## src/rtl/exu_bp_update_ctl_if.sv

```systemverilog
// Branch-resolution, redirect and BHT-write signals between the EXU and the BHT update controller.
// The master side drives resolution packets and write-port ready. The slave side is the controller.
interface exu_bp_update_ctl_if #(
    parameter int IDX_W = 8,
    parameter int CNT_W = 16
);
    logic             freeze;
    logic             res_valid;
    logic             res_misp;
    logic             res_ataken;
    logic [1:0]       res_hist;
    logic [IDX_W-1:0] res_index;
    logic             res_bank;
    logic             flush_upper;
    logic [30:0]      flush_path;
    logic             redir_valid;
    logic [30:0]      redir_pc;
    logic             bht_wr_valid;
    logic             bht_wr_ready;
    logic [IDX_W-1:0] bht_wr_index;
    logic             bht_wr_bank;
    logic [1:0]       bht_wr_hist;
    logic             fifo_full;
    logic [CNT_W-1:0] misp_cnt;
    logic [CNT_W-1:0] drop_cnt;

    modport master (
        output freeze, res_valid, res_misp, res_ataken, res_hist, res_index, res_bank,
               flush_upper, flush_path, bht_wr_ready,
        input  redir_valid, redir_pc, bht_wr_valid, bht_wr_index, bht_wr_bank, bht_wr_hist,
               fifo_full, misp_cnt, drop_cnt
    );

    modport slave (
        input  freeze, res_valid, res_misp, res_ataken, res_hist, res_index, res_bank,
               flush_upper, flush_path, bht_wr_ready,
        output redir_valid, redir_pc, bht_wr_valid, bht_wr_index, bht_wr_bank, bht_wr_hist,
               fifo_full, misp_cnt, drop_cnt
    );
endinterface

```

## src/rtl/exu_bp_update_ctl.sv

```systemverilog
// Registers the EXU flush redirect and queues BHT counter updates into a small coalescing FIFO.
// Redirect latency is 1 cycle. A queued write issues the cycle after its push, with no bypass.
// Backpressure: the head entry is held until bht_wr_ready. Pushes are dropped and counted when the FIFO is full with no pop.
module exu_bp_update_ctl #(
    parameter int DEPTH = 4,
    parameter int IDX_W = 8,
    parameter int CNT_W = 16
) (
    input logic               clk,
    input logic               rst,
    exu_bp_update_ctl_if.slave bp
);
    localparam int PW = $clog2(DEPTH);
    localparam int CW = PW + 1;

    typedef struct packed {
        logic             bank;
        logic [IDX_W-1:0] index;
        logic [1:0]       hist;
    } entry_t;

    entry_t           mem [DEPTH];
    logic [PW-1:0]    head;
    logic [PW-1:0]    tail;
    logic [PW-1:0]    last;
    logic [CW-1:0]    count;
    logic [CNT_W-1:0] misp_cnt;
    logic [CNT_W-1:0] drop_cnt;
    logic             redir_valid;
    logic [30:0]      redir_pc;

    logic empty, full, accept, pop, coalesce, push, drop;
    entry_t new_entry;

    assign empty     = (count == '0);
    assign full      = (count == CW'(DEPTH));
    assign accept    = bp.res_valid & ~bp.freeze;
    assign pop       = ~empty & bp.bht_wr_ready;
    assign last      = tail - 1'b1;
    assign new_entry = '{bank: bp.res_bank, index: bp.res_index, hist: bp.res_hist};

    // The newest entry may be rewritten only if it is not leaving through the write port this cycle.
    assign coalesce = accept & ~empty
                    & ({mem[last].bank, mem[last].index} == {bp.res_bank, bp.res_index})
                    & ~(pop & (last == head));
    assign push     = accept & ~coalesce & (~full | pop);
    assign drop     = accept & ~coalesce & full & ~pop;

    always_ff @(posedge clk or posedge rst) begin
        if (rst) begin
            for (int i = 0; i < DEPTH; i++) mem[i] <= '0;
            head        <= '0;
            tail        <= '0;
            count       <= '0;
            misp_cnt    <= '0;
            drop_cnt    <= '0;
            redir_valid <= 1'b0;
            redir_pc    <= '0;
        end else begin
            if (coalesce) mem[last].hist <= bp.res_hist;
            if (push) begin
                mem[tail] <= new_entry;
                tail      <= tail + 1'b1;
            end
            if (pop) head <= head + 1'b1;
            count <= count + CW'(push) - CW'(pop);
            if (accept & bp.res_misp & ~(&misp_cnt)) misp_cnt <= misp_cnt + 1'b1;
            if (drop & ~(&drop_cnt)) drop_cnt <= drop_cnt + 1'b1;
            redir_valid <= bp.flush_upper & ~bp.freeze;
            if (bp.flush_upper & ~bp.freeze) redir_pc <= bp.flush_path;
        end
    end

    assign bp.redir_valid  = redir_valid;
    assign bp.redir_pc     = redir_pc;
    assign bp.bht_wr_valid = ~empty;
    assign bp.bht_wr_index = mem[head].index;
    assign bp.bht_wr_bank  = mem[head].bank;
    assign bp.bht_wr_hist  = mem[head].hist;
    assign bp.fifo_full    = full;
    assign bp.misp_cnt     = misp_cnt;
    assign bp.drop_cnt     = drop_cnt;
endmodule

```

## src/flat_wrapper.sv

```systemverilog
// flat-port wrapper written by rule: the top's interface ports become plain ports
module exu_bp_update_ctl_flat 
#(
    parameter int DEPTH = 4,
    parameter int IDX_W = 8,
    parameter int CNT_W = 16
)
  (clk, rst, bp_freeze, bp_res_valid, bp_res_misp, bp_res_ataken, bp_res_hist, bp_res_index, bp_res_bank, bp_flush_upper, bp_flush_path, bp_bht_wr_ready, bp_redir_valid, bp_redir_pc, bp_bht_wr_valid, bp_bht_wr_index, bp_bht_wr_bank, bp_bht_wr_hist, bp_fifo_full, bp_misp_cnt, bp_drop_cnt);
  exu_bp_update_ctl_if #(.IDX_W(IDX_W), .CNT_W(CNT_W)) bp_i ();
  input logic clk;
  input logic rst;
  input wire logic [$bits(bp_i.freeze)-1:0] bp_freeze;
  input wire logic [$bits(bp_i.res_valid)-1:0] bp_res_valid;
  input wire logic [$bits(bp_i.res_misp)-1:0] bp_res_misp;
  input wire logic [$bits(bp_i.res_ataken)-1:0] bp_res_ataken;
  input wire logic [$bits(bp_i.res_hist)-1:0] bp_res_hist;
  input wire logic [$bits(bp_i.res_index)-1:0] bp_res_index;
  input wire logic [$bits(bp_i.res_bank)-1:0] bp_res_bank;
  input wire logic [$bits(bp_i.flush_upper)-1:0] bp_flush_upper;
  input wire logic [$bits(bp_i.flush_path)-1:0] bp_flush_path;
  input wire logic [$bits(bp_i.bht_wr_ready)-1:0] bp_bht_wr_ready;
  output wire logic [$bits(bp_i.redir_valid)-1:0] bp_redir_valid;
  output wire logic [$bits(bp_i.redir_pc)-1:0] bp_redir_pc;
  output wire logic [$bits(bp_i.bht_wr_valid)-1:0] bp_bht_wr_valid;
  output wire logic [$bits(bp_i.bht_wr_index)-1:0] bp_bht_wr_index;
  output wire logic [$bits(bp_i.bht_wr_bank)-1:0] bp_bht_wr_bank;
  output wire logic [$bits(bp_i.bht_wr_hist)-1:0] bp_bht_wr_hist;
  output wire logic [$bits(bp_i.fifo_full)-1:0] bp_fifo_full;
  output wire logic [$bits(bp_i.misp_cnt)-1:0] bp_misp_cnt;
  output wire logic [$bits(bp_i.drop_cnt)-1:0] bp_drop_cnt;
  assign bp_i.freeze = bp_freeze;
  assign bp_i.res_valid = bp_res_valid;
  assign bp_i.res_misp = bp_res_misp;
  assign bp_i.res_ataken = bp_res_ataken;
  assign bp_i.res_hist = bp_res_hist;
  assign bp_i.res_index = bp_res_index;
  assign bp_i.res_bank = bp_res_bank;
  assign bp_i.flush_upper = bp_flush_upper;
  assign bp_i.flush_path = bp_flush_path;
  assign bp_i.bht_wr_ready = bp_bht_wr_ready;
  assign bp_redir_valid = bp_i.redir_valid;
  assign bp_redir_pc = bp_i.redir_pc;
  assign bp_bht_wr_valid = bp_i.bht_wr_valid;
  assign bp_bht_wr_index = bp_i.bht_wr_index;
  assign bp_bht_wr_bank = bp_i.bht_wr_bank;
  assign bp_bht_wr_hist = bp_i.bht_wr_hist;
  assign bp_fifo_full = bp_i.fifo_full;
  assign bp_misp_cnt = bp_i.misp_cnt;
  assign bp_drop_cnt = bp_i.drop_cnt;
  exu_bp_update_ctl #(.DEPTH(DEPTH), .IDX_W(IDX_W), .CNT_W(CNT_W)) u_core (.clk(clk), .rst(rst), .bp(bp_i));
endmodule
```

## config.mk

```make
export PLATFORM = sky130hd
export DESIGN_NAME = exu_bp_update_ctl_flat
export DESIGN_NICKNAME = d
export VERILOG_FILES = /design/src/rtl/exu_bp_update_ctl_if.sv /design/src/rtl/exu_bp_update_ctl.sv /design/src/flat_wrapper.sv
export SDC_FILE = /design/constraint.sdc
export NUM_CORES = 1
export LEC_CHECK = 0
export ABC_CLOCK_PERIOD_IN_PS = 3900
export BUFFER_PORTS_ARGS = -buffer_cell sky130_fd_sc_hd__buf_4
export CAP_MARGIN = 30
export CORE_UTILIZATION = 56
export CTS_BUF_LIST = sky130_fd_sc_hd__clkbuf_4 sky130_fd_sc_hd__clkbuf_8
export CTS_CLUSTER_DIAMETER = 120
export CTS_CLUSTER_SIZE = 25
export DETAILED_ROUTE_END_ITERATION = 10
export PLACE_DENSITY_LB_ADDON = 0.1
export SYNTH_ARGS = -nofsm -noshare
export SYNTH_HDL_FRONTEND = slang
export SYNTH_SLANG_ARGS = --single-unit
```

## constraint.sdc

```tcl
create_clock -name clk -period 3.9 [get_ports clk]
set_clock_uncertainty 0.1 [all_clocks]
set_input_delay 0 -clock clk [delete_from_list [all_inputs] [get_ports clk]]
set_output_delay 0 -clock clk [all_outputs]
set_load 0.01 [all_outputs]
```

# [After elaboration in Yosys (flattened, before gate mapping)]
# Cells that the tools add are included.
[word_totals] reg_bits=115 word_cells=79
[classes] addsub=7 magnitude_cmp=5 eq_ne=3 muxes=14 n_bitwise=26 reduce_logical=5
[ops] cell="$bwmux W44" count=2
[ops] cell="$mux W44" count=2
[ops] cell="$mux W11" count=5
[ops] cell="$bmux W11 S2" count=2
[ops] cell="$demux W11 S2" count=2
[ops] cell="$add A16 B1 Y16 const B" count=2
[ops] cell="$reduce_and A16 Y1" count=2
[ops] cell="$and A1 B1 Y1" count=14
[ops] cell="$eq A9 B9 Y1" count=1
[ops] cell="$ge A3 B3 Y1 const B" count=3
[ops] cell="$not A2 Y3" count=3
[ops] cell="$not A1 Y1" count=8
[ops] cell="$lt A3 B1 Y1 const B" count=2
[ops] cell="$add A2 B1 Y2 const B" count=2
[ops] cell="$add A3 B1 Y3" count=1
[ops] cell="$eq A3 B3 Y1 const B" count=1
[ops] cell="$logic_not A3 Y1" count=1
[ops] cell="$sub A3 B1 Y3" count=1
[ops] cell="$eq A2 B2 Y1" count=1
[ops] cell="$logic_and A1 B1 Y1" count=2
[ops] cell="$mux W2" count=1
[ops] cell="$sub A2 B1 Y2 const B" count=1
[ops] cell="$or A1 B1 Y1" count=1

# [Logic depth before layout (Yosys ltp)]
[depth] ltp_word=13 ltp_mapped=15 depth_no_buf=12

# [Worst setup path before layout]
# No wires, ideal clock.
[synth_path] path_kind="register -> register" from="reg u_core.tail[0]" to="reg u_core.count[1]" setup_ns=0.064 arrival_time_ns=3.306 required_time_ns=3.736 slack_ns=0.430 path_stages_with_launch=15 synth_period_minus_slack_ns=3.470 cell_sequence="dfrtp_1 -> buf_2 -> buf_6 -> inv_1 -> ha_1 -> clkbuf_1 -> mux4_2 -> xnor2_1 -> nand4_1 -> o31ai_2 -> nor2_1 -> ha_1 -> inv_1 -> fa_1 -> inv_1"
[synth_between] elab_chain_cells=13 word_cells_on_any_way=16
[synth_lines] element="start, declared" line_no="exu_bp_update_ctl.sv:24" text="logic [PW-1:0] tail;"
[synth_lines] element="start signal, assigned" line_no="exu_bp_update_ctl.sv:63" text="tail <= tail + 1'b1;"
[synth_lines] element="$sub A2 B1 Y2 (*)" line_no="exu_bp_update_ctl.sv:39" text="assign last = tail - 1'b1;"
[synth_lines] element="named net u_core.last[0]" line_no="exu_bp_update_ctl.sv:25" text="logic [PW-1:0] last;"
[synth_lines] element="$not A2 Y3 (not written as such)" line_no="exu_bp_update_ctl.sv:44" text="& ({mem[last].bank, mem[last].index} == {bp.res_bank, bp.res_index})"
[synth_lines] element="$bmux W11 S2" line_no="exu_bp_update_ctl.sv:44"
[synth_lines] element="$mux W11 (not written as such) (2 in series)" line_no="exu_bp_update_ctl.sv:44"
[synth_lines] element="$eq A9 B9 Y1" line_no="exu_bp_update_ctl.sv:44"
[synth_lines] element="$and A1 B1 Y1" line_no="exu_bp_update_ctl.sv:44"
[synth_lines] element="$and A1 B1 Y1 (*)" line_no="exu_bp_update_ctl.sv:45" text="& ~(pop & (last == head));"
[synth_lines] element="$not A1 Y1 (*)" line_no="exu_bp_update_ctl.sv:46" text="assign push = accept & ~coalesce & (~full | pop);"
[synth_lines] element="$and A1 B1 Y1 (*) (2 in series)" line_no="exu_bp_update_ctl.sv:46"
[synth_lines] element="named net u_core.push" line_no="exu_bp_update_ctl.sv:32" text="logic empty, full, accept, pop, coalesce, push, drop;"
[synth_lines] element="$add A3 B1 Y3 (*)" line_no="exu_bp_update_ctl.sv:66" text="count <= count + CW'(push) - CW'(pop);"
[synth_lines] element="$sub A3 B1 Y3 (*)" line_no="exu_bp_update_ctl.sv:66"
[synth_lines] element="end signal, assigned" line_no="exu_bp_update_ctl.sv:66"
[synth_lines] element="end, declared" line_no="exu_bp_update_ctl.sv:26" text="logic [CW-1:0] count;"
# The timed path passes the listed nets; every way through them passes the cells marked *. The select of a mux whose other input is x is not followed.
# A chain may end at the register's enable or synchronous reset.

# [Worst setup path in the final report]
[layout_path] from="reg u_core.tail[1]" to="reg u_core.mem[5] (netlist name)"
[layout_between] elab_chain_cells=12 word_cells_on_any_way=25
[layout_lines] element="$sub A2 B1 Y2" line_no="exu_bp_update_ctl.sv:39"
[layout_lines] element="$not A2 Y3 (not written as such)" line_no="exu_bp_update_ctl.sv:44, exu_bp_update_ctl.sv:60"
[layout_lines] element="$bmux W11 S2" line_no="exu_bp_update_ctl.sv:44"
[layout_lines] element="$mux W11 (not written as such) (2 in series)" line_no="exu_bp_update_ctl.sv:44"
[layout_lines] element="$eq A9 B9 Y1" line_no="exu_bp_update_ctl.sv:44"
[layout_lines] element="$and A1 B1 Y1" line_no="exu_bp_update_ctl.sv:44"
[layout_lines] element="$and A1 B1 Y1" line_no="exu_bp_update_ctl.sv:45"
[layout_lines] element="$not A1 Y1" line_no="exu_bp_update_ctl.sv:46"
[layout_lines] element="$and A1 B1 Y1 (2 in series)" line_no="exu_bp_update_ctl.sv:46"
[layout_lines] element="$mux W44 (*)" line_no="exu_bp_update_ctl.sv:61" text="if (push) begin"
[layout_lines] element="end signal, assigned by index" line_no="exu_bp_update_ctl.sv:62" text="mem[tail] <= new_entry;"
[layout_lines] element="end, declared" line_no="exu_bp_update_ctl.sv:22" text="entry_t mem [DEPTH];"
# Mark *: on every way between the ends. The rest lies on a longest branch, timed or not. The select of a mux whose other input is x is not followed.

==> results.md <==
* Status: finished clean
* Post-cts resize count at 0
* Total power at about 4.9 mW
* RSZ-0062 raised after global routing: false
* Yosys reg bits at 115
* Min Clock Period, post-route at roughly 3.4 ns
* Internal at approximately 3.3 mW
* Hpwl dp at 7.72 mm
* Antenna violations before repair at 0
* Clock power frac at between 20% and 30%
* FFs w/ async S/R, synth at 100%
* Root Buffer Master: clkbuf_8
* Routed Antenna Nets at 0
* Hold Crit Class: in2reg
* Hold Path Cell Cnt at 3
* Flop pwr share at between 30% and 40%
* Most frequent cell after synthesis: dfrtp_1
* Clk_lat worst skew at between 0.4 and 0.5 ns
* Hold Crit Start: bp_flush_upper
* Crit path max fanout at 11
* Worst R2R Path Depth at 8
* Total gr overflow at 0
* H-Tree Depth at 4
* Area share of the largest cell type after synthesis at between 50% and 60%
* Avg Inst Size Synth at about 14 um^2
* Tightest Pin Transition at 0.602 ns
* Crit Path Category: reg2reg
* # rows at 35
* Fraction of layout cells with a size suffix above 1 at roughly 45%
* I/O pins at around 130
* WP data required at 4.11 ns
* Final Setup Violations at 0
* Max VDD drop at 0.000371 V
* Worst-path clk slew at roughly 0.060 ns
* Fin Setup TNS at 0 ns
* Sw Ratio at about a third
* Vias at about 3,800
* Worst slew margin at between 50% and 60%
* LEAKAGE at 3.42 nW
* Vias per inst at around 5.3
* Die area at around 0.010 mm^2
* Placer's final routability congestion estimate at approximately 0.75
* Initial core utilization at 58.0%
* Largest net degree at the start of global routing at 48
* Worst slack, placed at between 0.4 and 0.5 ns
* R2r endpoint: u_core.mem[5]$_DFFE_PP0P_
* Period utilisation layout at a little under 90%
* Sequential share of the synthesized area at 53.5%
* Final #Nets at between 600 and 700
* CORE AREA at between 0.009 and 0.01 mm^2
* Fmax achieved at 0.290 GHz
* Psw at between 1.5 and 2 mW
* Layout fillers at between 500 and 600
* Synth Cell Area at about 0.0054 mm^2
* Max Root-Sink Buffers at 2
* Max-cap violations at 0
* Initial DRC count at 138
* Drc violations at 0
* P per Cell Area at about 660 mW/mm^2
* Endpoints failing hold at 0
* Synth Instances at 389
* Synth area leader: dfrtp_1
* Syn_nets at between 400 and 500
* First-pass GRT wire length at 19.9 mm
* Port Buffers at 125
* Area grow syn2layout at 37.3%
* Post-synth EDFFs at 0
* Top cells by area, synth: dfrtp_1, mux2_2, mux4_2, xnor2_1, xor2_1
* CTS Buf Count at 17
* Syn. warnings at 0
* Comb power frac at between 30% and 40%
* Die Span Y at between 100 and 150 um
* Diode count at 0
* Clock Sinks at between 100 and 150
* Reg-to-reg startpoint: u_core.tail[1]$_DFFE_PP0P_
* Top FF cell, synth: dfrtp_1
* Critical Path Source Type: flip-flop
* Slew Limit Fails at 0
* CTS tree: built
* DR WL/cell at ~17 um
* R2R Setup Slk at ~0.45 ns
* Synth top cells by count: dfrtp_1, mux2_2, xnor2_1, nand2_1
* Hold path endpoint: u_core.bp.redir_valid$_DFF_PP0_
* Cell variety after synth at 36
* Total Routed Length at ~12 mm
* WP data arrival at 3.66 ns
* Drt pass-1 iters at 5
* DIE WIDTH at between 100 and 150 um
* Final worst slack at ~0.45 ns
* Total GRT Usage at 26.6%
* CP endpoint kind: flip-flop
* Number of global-route vias before repair at approximately 4,000
[power by group through the flow]
stage | Combinational (mW) | Clock (mW) | Sequential, mW
after CTS | 1.90 | 1.19 | 1.81
after detailed placement | 1.86 | 0 | 1.82
after global routing | 2.06 | 1.24 | 1.87
after floorplan | 1.24 | 0 | 1.79
final | 1.89 | 1.17 | 1.82
after global placement | 1.80 | 0 | 1.79
[through the flow]
stage	cell area, um^2	util (%)	std cells	hold WS, ns
3_5_place_dp	6510	70.1	639	-0.00422
3_3_place_gp	6480	69.8	638	0.133
2_1_floorplan	5380	-	389	0.0317
6_report	7390	79.6	717	0.0581
4_1_cts	7390	79.6	717	0.0337
5_1_grt	7390	79.6	717	0.0560
[state kept, by name, indices dropped and copies added (netlist names)]
| register | cells |
|---|---|
| u_core.bp.drop_cnt | 16 |
| u_core.bp.misp_cnt | 16 |
| u_core.bp.redir_pc | 31 |
| u_core.bp.redir_valid | 1 |
| u_core.count | 3 |
| u_core.head | 2 |
| u_core.mem | 44 |
| u_core.tail | 2 |
[worst max-delay path, cell delays in order (launching register included)]
cell	delay, ns
dfrtp_1	0.41
inv_1	0.11
ha_1	0.61
mux4_2	0.41
xnor2_1	0.20
o21ai_1	0.14
or3_1	0.60
nand2_2	0.34
mux2_2	0.38
[per-layer routing]
layer	wire (um)	part of all wire, %	GRT usage (%)
met5	0	0	0
met4	216	1.8	9.03
met3	643	5.3	9.54
met2	6190	51	43.4
met1	5040	42	33.1
[layout make-up]
| type | instances | area (um^2) | area share, % |
|---|---|---|---|
| clock inverter | 12 | 154 | 2.08 |
| multi-input combinational | 252 | 2410 | 32.6 |
| inverter | 10 | 40.0 | 0.542 |
| clock buffer | 20 | 269 | 3.64 |
| timing repair buffer | 179 | 1480 | 20.0 |
| tap | 129 | 161 | 2.18 |
| sequential | 115 | 2880 | 38.9 |
[cells by family (layout without fill, tap and decap cells)]
logic type                 count (synthesis)  after routing  share of synthesized area (%)
DFF                                      115            115                           53.5
AOI/OAI and AO/OA                          7              7                          0.860
buffers and inverters                     22            221                           1.79
and+or+nand+nor                           83             83                           7.97
adders and majority gates                 11             11                           2.70
muxes                                    103            103                           25.4
xor gates and xnor gates                  48             48                           7.81
[cells in the final DEF, fill, tap and decap left out, drive strengths merged, types with 8 or more instances in the layout]
cell type    count
and3             8
buf            133
clkbuf          20
dfrtp          115
dlygate4sd3     46
ha              10
inv             12
mux2            77
mux2i            8
mux4            18
nand2           24
nand3           12
nor3             9
xnor2           30
xor2            18
[worst max-delay path by stage]
stage / from / endpoint / slack (ns) / depth (start not counted)
3_3_place_gp: u_core.tail[1]$_DFFE_PP0P_ / u_core.mem[3]$_DFFE_PP0P_ / 0.58 / 8
4_1_cts: u_core.tail[1]$_DFFE_PP0P_ / u_core.mem[19]$_DFFE_PP0P_ / 0.46 / 8
2_1_floorplan: u_core.tail[0]$_DFFE_PP0P_ / u_core.count[1]$_DFF_PP0_ / 0.43 / 14
5_1_grt: u_core.tail[1]$_DFFE_PP0P_ / u_core.mem[19]$_DFFE_PP0P_ / 0.31 / 8
6_report: u_core.tail[1]$_DFFE_PP0P_ / u_core.mem[5]$_DFFE_PP0P_ / 0.45 / 8
3_5_place_dp: u_core.tail[1]$_DFFE_PP0P_ / u_core.mem[19]$_DFFE_PP0P_ / 0.49 / 8
[repair_timing]
item                                   in CTS  in global routing
endpoints found under the hold margin     172                  0
hold buffers                               46                  0
buffers inserted                            0                  0
(Power assumes the default switching activity.)
